File: config.mk
export PLATFORM = sky130hd
export DESIGN_NAME = rtttl_player
export DESIGN_NICKNAME = d
export VERILOG_FILES = /design/src/rtl/rtttl_pkg.sv /design/src/rtl/rtttl_tick_gen.sv /design/src/rtl/rtttl_player.sv
export SDC_FILE = /design/constraint.sdc
export NUM_CORES = 1
export LEC_CHECK = 0
export BUFFER_PORTS_ARGS = -buffer_cell sky130_fd_sc_hd__buf_2
export CAP_MARGIN = 20
export CORE_UTILIZATION = 50
export DETAILED_ROUTE_END_ITERATION = 8
export HOLD_SLACK_MARGIN = 0.03
export PLACE_DENSITY = 0.82
export SETUP_SLACK_MARGIN = 0.4
export SYNTH_ARGS = -nofsm -noshare
export SYNTH_HDL_FRONTEND = slang
export SYNTH_SLANG_ARGS = --single-unit
File: constraint.sdc
create_clock -name clk -period 6.3 [get_ports clk]
set_input_delay 0.63 -clock clk [delete_from_list [all_inputs] [get_ports clk]]
set_output_delay 0.63 -clock clk [all_outputs]
set_load 0.01 [all_outputs]
File: src/rtl/rtttl_pkg.sv
// Shared definitions for the RTTTL melody sequencer: song entry layout,
// sequencer states and tempo helpers.
package rtttl_pkg;

  localparam int ENTRY_W = 16;
  localparam int DUR_LSB = 0;
  localparam int DUR_W   = 3;
  localparam int DOT_BIT = 3;
  localparam int KEY_LSB = 4;
  localparam int KEY_W   = 4;
  localparam int OCT_LSB = 8;
  localparam int OCT_W   = 4;
  localparam int LEN_W   = 7;

  localparam logic [DUR_W-1:0] END_CODE_MIN = 3'd6;
  localparam logic [KEY_W-1:0] KEY_REST     = 4'd0;
  localparam logic [KEY_W-1:0] KEY_MAX      = 4'd12;

  typedef enum logic [1:0] {IDLE, FETCH, LOAD, PLAY} state_t;

  // Mirrors the bit layout above, MSB first.
  typedef struct packed {
    logic [3:0]       rsvd;
    logic [OCT_W-1:0] octave;
    logic [KEY_W-1:0] key;
    logic             dot;
    logic [DUR_W-1:0] dur;
  } entry_t;

  // Clock cycles per 1/64-note tick: a quarter note is 16 ticks.
  function automatic int unsigned calc_tick_cycles(input int unsigned clk_hz,
                                                   input int unsigned bpm);
    return 32'((64'(clk_hz) * 64'd60) / (64'(bpm) * 64'd16));
  endfunction

  // Length in ticks for duration codes 0..5, with optional dot (x1.5).
  function automatic logic [LEN_W-1:0] note_len(input logic [DUR_W-1:0] dur,
                                                input logic dot);
    logic [LEN_W-1:0] base;
    base = 7'd64 >> dur;
    return base + (dot ? (base >> 1) : 7'd0);
  endfunction

endpackage

File: src/rtl/rtttl_tick_gen.sv
// Free-running tick divider: one-cycle tick every TICK_CYCLES enabled cycles,
// restartable with a synchronous clear so notes begin on a tick boundary.
module rtttl_tick_gen #(
  parameter int TICK_CYCLES = 60
) (
  input  logic clk,
  input  logic rstn,
  input  logic clr,
  input  logic en,
  output logic tick
);

  localparam int CNT_W = $clog2(TICK_CYCLES);
  localparam logic [CNT_W-1:0] LAST = CNT_W'(TICK_CYCLES - 1);

  logic [CNT_W-1:0] cnt;

  assign tick = en && (cnt == LAST);

  // NOTE: state registers are written with <= so every flop samples pre-edge values.
  always_ff @(posedge clk or negedge rstn) begin
    if (!rstn) begin
      cnt <= '0;
    end else if (clr) begin
      cnt <= '0;
    end else if (en) begin
      cnt <= tick ? '0 : cnt + 1'b1;
    end
  end

endmodule

File: src/rtl/rtttl_player.sv
// Melody sequencer: walks a song ROM of packed note entries and drives
// octave plus one-hot key to the tone generator, timed in 1/64-note ticks.
module rtttl_player
  import rtttl_pkg::*;
#(
  parameter int CLK_HZ = 1_000_000,
  parameter int BPM    = 160,
  parameter int ADDR_W = 6,
  parameter int ARTIC  = 1
) (
  input  logic              clk,
  input  logic              rstn,
  input  logic              start,
  input  logic              stop,
  input  logic              loop_en,
  output logic [ADDR_W-1:0] rom_addr,
  input  logic [15:0]       rom_data,
  output logic [3:0]        octave,
  output logic [15:0]       note,
  output logic              busy,
  output logic              done
);

  localparam int TICK_CYCLES = int'(calc_tick_cycles(CLK_HZ, BPM));
  localparam logic [ADDR_W-1:0] ADDR_LAST = '1;

  if (TICK_CYCLES < 2) begin : g_bad_tempo
    $error("rtttl_player: CLK_HZ/BPM give a tick period below 2 cycles");
  end

  state_t           state;
  entry_t           entry;
  logic [LEN_W-1:0] remain;
  logic             tick;
  logic             tick_clr;
  logic             tick_en;
  logic             is_end;
  logic             key_ok;
  logic             end_hit;
  logic             restart;
  logic             unused_rsvd;

  assign entry       = entry_t'(rom_data);
  assign unused_rsvd = ^entry.rsvd;
  assign busy        = (state != IDLE);
  assign tick_clr    = (state == LOAD);
  assign tick_en     = (state == PLAY);
  assign is_end      = (entry.dur >= END_CODE_MIN);
  assign key_ok      = (entry.key != KEY_REST) && (entry.key <= KEY_MAX);

  // Song ends on an end marker or after playing the last ROM address.
  // An end marker at address 0 never loops, so an empty song cannot spin silently.
  always_comb begin
    end_hit = 1'b0;
    restart = 1'b0;
    if (state == LOAD && is_end) begin
      end_hit = 1'b1;
      restart = loop_en && (rom_addr != '0);
    end else if (state == PLAY && tick && remain == 7'd1 && rom_addr == ADDR_LAST) begin
      end_hit = 1'b1;
      restart = loop_en;
    end
  end

  rtttl_tick_gen #(.TICK_CYCLES(TICK_CYCLES)) u_tick_gen (
    .clk  (clk),
    .rstn (rstn),
    .clr  (tick_clr),
    .en   (tick_en),
    .tick (tick)
  );

  always_ff @(posedge clk or negedge rstn) begin
    if (!rstn) begin
      state    <= IDLE;
      rom_addr <= '0;
      octave   <= '0;
      note     <= '0;
      done     <= 1'b0;
      remain   <= '0;
    end else begin
      done <= 1'b0;
      if (stop) begin
        state    <= IDLE;
        rom_addr <= '0;
        octave   <= '0;
        note     <= '0;
      end else if (end_hit) begin
        rom_addr <= '0;
        if (restart) begin
          state <= FETCH;
        end else begin
          state  <= IDLE;
          done   <= 1'b1;
          octave <= '0;
          note   <= '0;
        end
      end else begin
        unique case (state)
          IDLE: begin
            if (start) begin
              state    <= FETCH;
              rom_addr <= '0;
            end
          end
          FETCH: state <= LOAD;
          LOAD: begin
            // Rests keep the previous octave so the tone generator stays in range.
            if (key_ok) begin
              octave <= entry.octave;
              note   <= 16'd1 << entry.key;
            end else begin
              note <= '0;
            end
            remain <= note_len(entry.dur, entry.dot);
            state  <= PLAY;
          end
          PLAY: begin
            if (tick) begin
              remain <= remain - 1'b1;
              if (ARTIC != 0 && remain == 7'd2) note <= '0;
              if (remain == 7'd1) begin
                rom_addr <= rom_addr + 1'b1;
                state    <= FETCH;
              end
            end
          end
          default: state <= IDLE;
        endcase
      end
    end
  end

endmodule
* Word-level counts from Yosys, hierarchy flattened
Index checks and enable logic that the tools add are counted.
** Storage, ports and cells
- Register bits after elaboration :: 51
- Input port bits :: 21
- Logic and storage cells :: 89
** Cells by class
- $add $sub $neg :: 4
- $lt $le $gt $ge :: 2
- Eq/ne operators :: 13
- Shifts and indexed selects :: 2
- Muxes and demuxes :: 38
- Bitwise logic cells :: 2
- Reductions and logical operators :: 21
** Operators by type and width (count)
- 2-to-1 mux 16 bit :: 6
- 2-to-1 mux 15 bit :: 3
- 2-to-1 mux 6 bit :: 6
- one-hot mux 16 bit (2 select lines) :: 1
- 2-to-1 mux 4 bit :: 5
- inequality test 4 bit (second input constant) :: 4
- left shift 1 x 4 -> 16 bit (first input constant) :: 1
- adder 15 x 1 -> 15 bit (second input constant) :: 1
- equality test 15 bit (second input constant) :: 1
- one-hot mux 7 bit (2 select lines) :: 1
- one-hot mux 6 bit (2 select lines) :: 1
- AND reduction 4 bit :: 3
- nonzero test 4 bit :: 3
- 2-to-1 mux 2 bit :: 5
- 2-to-1 mux 1 bit :: 8
- one-hot mux 2 bit (4 select lines) :: 1
- adder 7 x 6 -> 7 bit :: 1
- equality test 7 x 1 -> 1 bit (second input constant) :: 1
- equality test 7 x 2 -> 1 bit (second input constant) :: 1
- logical AND 1 bit :: 7
- 2-to-1 mux 7 bit :: 1
- >> shifter 7 x 3 -> 7 bit (first input constant) :: 1
- subtractor 7 x 1 -> 7 bit (second input constant) :: 1
- adder 6 x 1 -> 6 bit (second input constant) :: 1
- other kinds (13) :: 18

* Longest topological paths before layout
Gate-level depths: netlist of run 1.
- Depth after elaboration :: 10
- Gate-level depth with buffers :: 11

* By module
Synthesis of run 1 repeated with hierarchy kept, for this count alone.
** Unflattened totals
- Cell total of the unflattened synthesis :: 353
- Area total of the unflattened synthesis :: 3283.1 um2
** Modules (own cells, without submodules)
- rtttl_player :: instances 1, cells an instance 260, area an instance 2396.0 um2, seq. area each 900.9 um2
- rtttl_tick_gen :: instances 1, cells an instance 93, area an instance 887.1 um2, seq. area each 375.4 um2

* Worst setup path before layout of run 1
Ideal clock, no wire load.
- Path kind :: input -> register
- From :: input port rom_data[1]
- To :: register remain[6]
- Library setup time :: 0.132 ns
- Arrival time :: 2.390 ns
- Data required time :: 6.168 ns
- Path slack :: 3.778 ns
- Stages :: 11
- Path through :: buf_2 nand2b_1 nor2_1 ha_1 fa_1 a21o_1 a21oi_1 o21bai_1 a21oi_1 xor2_1 o211ai_1
** Between the ends
- Cells in the longest elaborated chain, start to end :: 5
** RTL lines
- from (decl) :: RTL line rtttl_player.sv:17 : input logic [15:0] rom_data,
- parallel branches: the longest is 5 deep, another holds adder 7 x 6 -> 7 bit
- to (signal assigned) :: RTL line rtttl_player.sv:115 : remain <= note_len(entry.dur, entry.dot);
- to (signal assigned) :: RTL line rtttl_player.sv:120 : remain <= remain - 1'b1;
- to (decl) :: RTL line rtttl_player.sv:33 : logic [LEN_W-1:0] remain;
Parallel ways; which one is timed is not known.
A chain may end at the register's enable or synchronous reset.

* Worst setup path after layout of run 1
- From :: register state[0]
- To :: register remain[4]
** Between the ends
- Cells in the longest elaborated chain, start to end :: 9
** RTL lines
- from (decl) :: RTL line rtttl_player.sv:31 : state_t state;
- from (signal assigned) :: RTL line rtttl_player.sv:75 : state <= IDLE;
- from (signal assigned) :: RTL line rtttl_player.sv:84 : state <= IDLE;
- from (signal assigned) :: RTL line rtttl_player.sv:91 : state <= FETCH;
- equality test 2 bit :: RTL line rtttl_player.sv:47, rtttl_player.sv:59, rtttl_player.sv:99
- logical AND 1 bit :: RTL line rtttl_tick_gen.sv:18 : assign tick = en && (cnt == LAST);
- logical AND 1 bit (3 in a row) :: RTL line rtttl_player.sv:59 : end else if (state == PLAY && tick && remain == 7'd1 && rom_addr == ADDR_LAST) begin
- 2-to-1 mux 1 bit :: RTL line rtttl_player.sv:59
- 2-to-1 mux 1 bit :: RTL line rtttl_player.sv:56 : if (state == LOAD && is_end) begin
- inverter 1 bit (no line)
- AND reduction 4 bit (no line)
Parallel ways exist; a longest one is shown, timed or not.

==> results of run 1 <==
state kept, by name, summed over array words and instances, names as in the netlist:
name            count
done                1
u_tick_gen.cnt     15
octave              4
note               16
state               2
rom_addr            6
remain              7
cells in the final DEF (no fill, tap or decap), types with 4 or more instances in the layout:
master     n
a21o_1     4
a21oi_1   10
and2_1     4
and3_1     9
buf_2     44
clkbuf_8   5
dfrtp_1   51
ha_1      17
inv_1     18
mux2_1     6
mux2_2     6
mux2i_1    4
nand2_1   29
nand2b_1   8
nand3_1   20
nand4_1    6
nor2_1    32
nor2b_1    5
nor3_1    18
nor4_1     4
o21ai_0   28
o31ai_1    7
o41ai_1    5
or3_1      5
xnor2_1    4
kinds of logic after synthesis:
group,count (synthesis)
buf+inv,31
simple gates,158
xor+xnor,6
flops,51
compound gates,77
fa+ha+maj,18
mux,16
stage by stage:
step | setup slack, ps | hold WS (ps)
global placement | 3200 | 463
CTS | 3070 | 438
global route | 2820 | 469
floorplan | 3780 | 334
finish | 3050 | 414
detailed placement | 3100 | 466
how the worst max path moves through the flow:
stage / slack [ps] / to / cells past startpoint / startpoint
2_1_floorplan: 3780 / remain[6]$_DFFE_PN0P_ / 11 / rom_data[1]
5_1_grt: 2820 / remain[4]$_DFFE_PN0P_ / 7 / state[0]$_DFFE_PN0P_
3_3_place_gp: 3200 / remain[4]$_DFFE_PN0P_ / 7 / state[0]$_DFFE_PN0P_
6_report: 3050 / remain[4]$_DFFE_PN0P_ / 7 / state[0]$_DFFE_PN0P_
3_5_place_dp: 3100 / remain[4]$_DFFE_PN0P_ / 7 / state[0]$_DFFE_PN0P_
4_1_cts: 3070 / remain[4]$_DFFE_PN0P_ / 7 / state[0]$_DFFE_PN0P_
metal layers:
metal	track usage [%]	up-vias	wire (um)
met2	36.0	67	3030
met4	6.14	0	59
met1	26.1	1321	3030
li1	-	1373	-
met3	3.30	5	318
met5	0	-	0
critical path, cell delays in order (launching register included):
cell and delay [ps]:
dfrtp_1 420, ha_1 680, nor4b_2 360, nand4_2 200, or3_1 560, nand3_1 430, o21ai_0 180, a221o_1 310
layout make-up:
| type | count | share of cell area [%] |
|---|---|---|
| tap | 75 | 2.62 |
| clock inverter | 3 | 0.732 |
| sequential | 51 | 35.6 |
| inverter | 18 | 1.88 |
| timing repair buffer | 45 | 6.35 |
| clock buffer | 5 | 1.92 |
| multi-input combinational | 275 | 50.9 |
cells in the mapped netlist (3+ instances only):
library cell / n / area [um2]
nor2_1: 32 / 120
nand4_2: 3 / 37.5
mux2_2: 6 / 67.6
a21oi_1: 10 / 50.1
buf_2: 5 / 25.0
ha_1: 17 / 213
nand2_1: 29 / 109
mux2_1: 6 / 67.6
clkbuf_1: 7 / 26.3
xnor2_1: 4 / 35.0
dfrtp_1: 51 / 1280
nor3_1: 18 / 90.1
a21o_1: 4 / 30.0
a31oi_1: 3 / 18.8
o41ai_1: 5 / 43.8
nand3_1: 20 / 100
nor2b_1: 5 / 31.3
mux2i_1: 4 / 40.0
o31ai_1: 7 / 52.6
o211ai_1: 3 / 22.5
inv_1: 18 / 67.6
and3_1: 9 / 56.3
nor4_1: 4 / 25.0
nand2b_1: 8 / 50.1
or3_1: 5 / 31.3
nand4_1: 6 / 37.5
o21ai_0: 28 / 140
and2_1: 4 / 25.0
where the power goes:
part | internal [W] | switching, W | total, W
clock | 0.0000820 | 0.000120 | 0.000202
sequential | 0.000363 | 0.0000354 | 0.000398
combinational | 0.000128 | 0.000204 | 0.000332
total | 0.000574 | 0.000359 | 0.000932
==> run metrics, run 1 <==
outcome complete, no violations; Mapped Cells 357; final setup fails 0; CTS hold repair buffers 0; synth warn 0; Via density 5.86; async set-or-reset flop fraction in the synthesized netlist 100%; worst skew pair latency 310 ps; startpoint types flip-flop; post-CTS sizing 0; Avg WL per Cell 13.7 um; Slew Limit Fails 0; setup clock skew after layout 10.1 ps; setup bufs post-CTS 0; Post-Syn Area 3230 um2; CP Max Fanout 22; H-Tree Level Count 2; GRT overflow 0; largest net degree at the start of global routing 52; die area 6790 um2; Tot Pwr 0.000932 W; simple-gate portion of the synthesized area 26.6%; total CTS buffers 5; layout cells sized above 1 18.6%; Cell variety after synth 56; Worst Tran Pin Value 925 ps; HP Class input pin to asynchronous set/reset pin; VDD IR max 0.154 mV; Power Dens Cells 260 nW/um2; adder-cell share of the synthesized area 7.20%; # IOs 49; MaxCap Viol Count 0; R2R setup slack 3050 ps; Final GP Congestion 0.827; final instance area 3590 um2; Reg area 1280 um2; CTS Root Buffer Type clkbuf_8; HPWL Detailed 4.71 mm; Multi-input gate area 1830 um2; Area Growth Syn to Fin 11.0%; DRT Wirelength 6.44 mm; DRC 0; Reg2Reg Launch Point state[0]$_DFFE_PN0P_; Max-slew headroom 38.2%; Final period util 51.6%; Final Hold Viols 0; number of core rows 28; Reg2Reg Capture Point remain[4]$_DFFE_PN0P_; die span in y 82.4 um; core area 6060 um2; crit path kind flip-flop to flip-flop; TNS Setup 0 ps; final core area utilization 59.2%; initial core utilization 53.3%; EDFF count, synth 0; Mapped Nets 396; vias in the first global route 2506; clk sinks 51; mux cell area share after synthesis 5.42%; Compound-Gate Fraction of Synth Area 15.7%; largest family of logic cells by synthesized area simple AND/OR/NAND/NOR gates; Worst setup EP type flip-flop; final std cells w/o fill 472; fmax 0.307 GHz; sequential share of the synthesized area 39.5%; Final Critical Period 3250 ps; synthesis-stage register bit count 51; dpl cells 464; antenna violations before repair 0; DRT Pass-1 Iters 4; first-pass GRT wire length 11.0 mm; ant diodes 0; P_leak 1.75 nW; FF-to-FF path depth 7; crit path DAT 3450 ps; critical path required time 6500 ps; Avg Cell Area, Syn 9.06 um2; Post-Synth XOR/XNOR Area 1.63%; RSZ-0062 raised after global routing false; Worst-path clk slew 100 ps; CTS tree built; Post-DRT Antenna Nets 0; IO buf count 44; drt first-iter violations 165; via count 2766; Synth Flop Type dfrtp_1; Die Wd 82.4 um; dpl cell area 3490 um2; Total GRT Usage 20.6%; Final Net Count 435; Max Root-Sink Buffers 2; fill cell count 521
Power figures use the tool's default switching activity.
==> run 2: changes to the inputs <==
--- a/config.mk
+++ b/config.mk
@@ -10,7 +10,7 @@
 export CORE_UTILIZATION = 50
 export DETAILED_ROUTE_END_ITERATION = 8
 export HOLD_SLACK_MARGIN = 0.03
-export PLACE_DENSITY = 0.82
+export PLACE_DENSITY = 0.85
 export SETUP_SLACK_MARGIN = 0.4
 export SYNTH_ARGS = -nofsm -noshare
 export SYNTH_HDL_FRONTEND = slang
==> constraint.sdc (replaced) <==
create_clock -name clk -period 2.65 [get_ports clk]
set_input_delay 0.265 -clock clk [delete_from_list [all_inputs] [get_ports clk]]
set_output_delay 0.265 -clock clk [all_outputs]
set_load 0.01 [all_outputs]
==> run metrics, run 2 (synthesis gave the netlist of run 1 again) <==
largest net degree at the start of global routing 29 (was 52); Worst setup EP type flip-flop (unchanged); startpoint types flip-flop (unchanged); clk sinks 51 (unchanged); most frequent cells in the layout dfrtp_1, buf_2, nor2_1 (unchanged); TNS Setup 0 ps (unchanged); crit path kind flip-flop to flip-flop (unchanged); DRC 0 (unchanged); Final GP Congestion 0.800 (was 0.827); final std cells w/o fill 489 (was 472); drt first-iter violations 204 (was 165); Final Hold Viols 0 (unchanged); first-pass GRT wire length 11.9 mm (was 11.0 mm); Worst Tran Pin Value 518 ps (was 925 ps); final setup margin 366 ps (was 3050 ps); final core area utilization 63.2% (was 59.2%); R2R setup slack 370 ps (was 3050 ps); # IOs 49 (unchanged); Reg2Reg Capture Point note[4]$_DFFE_PN0P_ (was remain[4]$_DFFE_PN0P_); Area Growth Syn to Fin 18.5% (was 11.0%); Reg2Reg Launch Point state[1]$_DFFE_PN0P_ (was state[0]$_DFFE_PN0P_); via count 2987 (was 2766); Switching Power 0.000921 W (was 0.000359 W); CP Max Fanout 16 (was 22); most common cell after layout, fill and taps aside dfrtp_1 (unchanged); Top Registers note (16), u_tick_gen.cnt (15), remain (7) (unchanged); worst hold endpoint octave[1]$_DFFE_PN0P_; CTS tree built (unchanged); sequential share of power 40.1% (was 42.7%); DRT Wirelength 7.55 mm (was 6.44 mm); MaxCap Viol Count 0 (unchanged); CP top delay family simple AND/OR/NAND/NOR gates (unchanged); setup clock skew after layout 4.90 ps (was 10.1 ps); HP Class input pin to flip-flop (was input pin to asynchronous set/reset pin); worst skew pair latency 310 ps (about the same); CP peak stage delay 420 ps (was 680 ps); worst hold stages 3; VDD IR max 0.344 mV (was 0.154 mV); dpl cells 471 (was 464); ant diodes 0 (unchanged); P_leak 1.85 nW (was 1.75 nW); critical path required time 2850 ps (was 6500 ps); crit path buf inv count 1 (was 0); Post-DRT Antenna Nets 0 (unchanged); Avg WL per Cell 15.4 um (was 13.7 um); dpl cell area 3540 um2 (was 3490 um2); die span in y 82.4 um (unchanged); vias in the first global route 2764 (was 2506); final instance area 3830 um2 (was 3590 um2); HPWL Detailed 5.13 mm (was 4.71 mm); total CTS buffers 5 (unchanged); Comb pwr share 40.3% (was 35.6%); Worst Hold Launch rom_data[9]; Via density 6.11 (was 5.86); number of core rows 28 (unchanged); die area 6790 um2 (unchanged); IO buf count 44 (unchanged); Slew Limit Fails 0 (unchanged); crit path cell chain ha_1, nor4b_4, nand4_4, or3_4, nand4_2, a21oi_4, buf_12, mux2_1 (was ha_1, nor4b_2, nand4_2, or3_1, nand3_1, o21ai_0, a221o_1); final setup fails 0 (unchanged); Die Wd 82.4 um (unchanged); Max-slew headroom 65.5% (was 38.2%); clock power share 19.6% (was 21.6%); layout cells sized above 1 24.4% (was 18.6%); core area 6060 um2 (unchanged); Final period util 86.2% (was 51.6%); Post-Place Setup Slack 214 ps (was 3100 ps); FF-to-FF path depth 8 (was 7); H-Tree Level Count 2 (unchanged); Biggest register note (unchanged); Total GRT Usage 22.7% (was 20.6%); P_int 0.00145 W (was 0.000574 W); crit path DAT 2490 ps (was 3450 ps); Final Critical Period 2280 ps (was 3250 ps); Max Root-Sink Buffers 2 (unchanged); Largest register FFs 16 (unchanged); CTS Root Buffer Type clkbuf_8 (unchanged); Power Dens Cells 619 nW/um2 (was 260 nW/um2); fmax 0.438 GHz (was 0.307 GHz); Worst-path clk slew 90 ps (was 100 ps); initial core utilization 53.3% (unchanged); antenna violations before repair 0 (unchanged); DRT Pass-1 Iters 5 (was 4); crit path max-delay cell type dfrtp_1 (was ha_1); fill cell count 482 (was 521); RSZ-0062 raised after global routing true (was false); GRT overflow 0 (unchanged); outcome complete, no violations (unchanged); switching part of the total 38.8% (was 38.5%); Final Net Count 452 (was 435)
==> run 2: repair_timing <==
action	4_1_cts	5_1_grt
hold buffers	1	0
endpoints found under the setup margin	19	22
hold endpoints to repair	23	0
buffers inserted	4	5
pin swaps	1	5
resized for setup	7	11
==> run 2: worst min-delay path, cell delays in order <==
cell and delay [ps]:
buf_2 100, nand4_1 60, a21oi_1 60
==> run 2: metal layers <==
metal | part of all wire (%) | wire length [um] | GRT usage (%)
met5 | 0 | 0 | 0
met4 | 2.5 | 186 | 11.2
met3 | 5.3 | 404 | 3.85
met2 | 49 | 3710 | 40.2
met1 | 43 | 3260 | 26.4
==> run 2: worst max-delay path by stage <==
| stage | startpoint | endpoint | slack (ps) | cells after the start |
|---|---|---|---|---|
| 2_1_floorplan | rom_addr[0]$_DFFE_PN0P_ | note[3]$_DFFE_PN0P_ | 410 | 8 |
| 6_report | state[1]$_DFFE_PN0P_ | note[4]$_DFFE_PN0P_ | 370 | 8 |
| 3_5_place_dp | rom_data[0] | remain[6]$_DFFE_PN0P_ | 210 | 11 |
| 5_1_grt | u_tick_gen.cnt[0]$_DFFE_PN0P_ | rom_addr[5]$_DFFE_PN0P_ | 270 | 9 |
| 3_3_place_gp | u_tick_gen.cnt[0]$_DFFE_PN0P_ | note[9]$_DFFE_PN0P_ | 250 | 8 |
| 4_1_cts | u_tick_gen.cnt[0]$_DFFE_PN0P_ | rom_addr[4]$_DFFE_PN0P_ | 400 | 9 |
==> run 2: final cells by class <==
class,count,area (um2),share of cell area [%]
Timing Repair Buffer,62,370,9.67
Clock buffer,5,68.8,1.80
Sequential cell,51,1280,33.3
Inverter,18,67.6,1.76
Tap cell,75,93.8,2.45
Multi-Input combinational cell,275,1930,50.3
Clock inverter,3,25.0,0.653
==> run 2: power by group through the flow <==
| stage | Clock, W | Sequential, W | Combinational (W) |
|---|---|---|---|
| floorplan | 0 | 0.000953 | 0.000610 |
| global placement | 0 | 0.000956 | 0.000792 |
| detailed placement | 0 | 0.000964 | 0.000827 |
| CTS | 0.000479 | 0.000944 | 0.000872 |
| global route | 0.000511 | 0.000965 | 0.00106 |
| finish | 0.000464 | 0.000950 | 0.000956 |
==> run 2: metrics by stage <==
stage	total power (W)	hold WS, ps
floorplan	0.00156	-30.6
global placement	0.00175	263
detailed placement	0.00179	270
CTS	0.00229	197
global route	0.00253	196
finish	0.00237	201
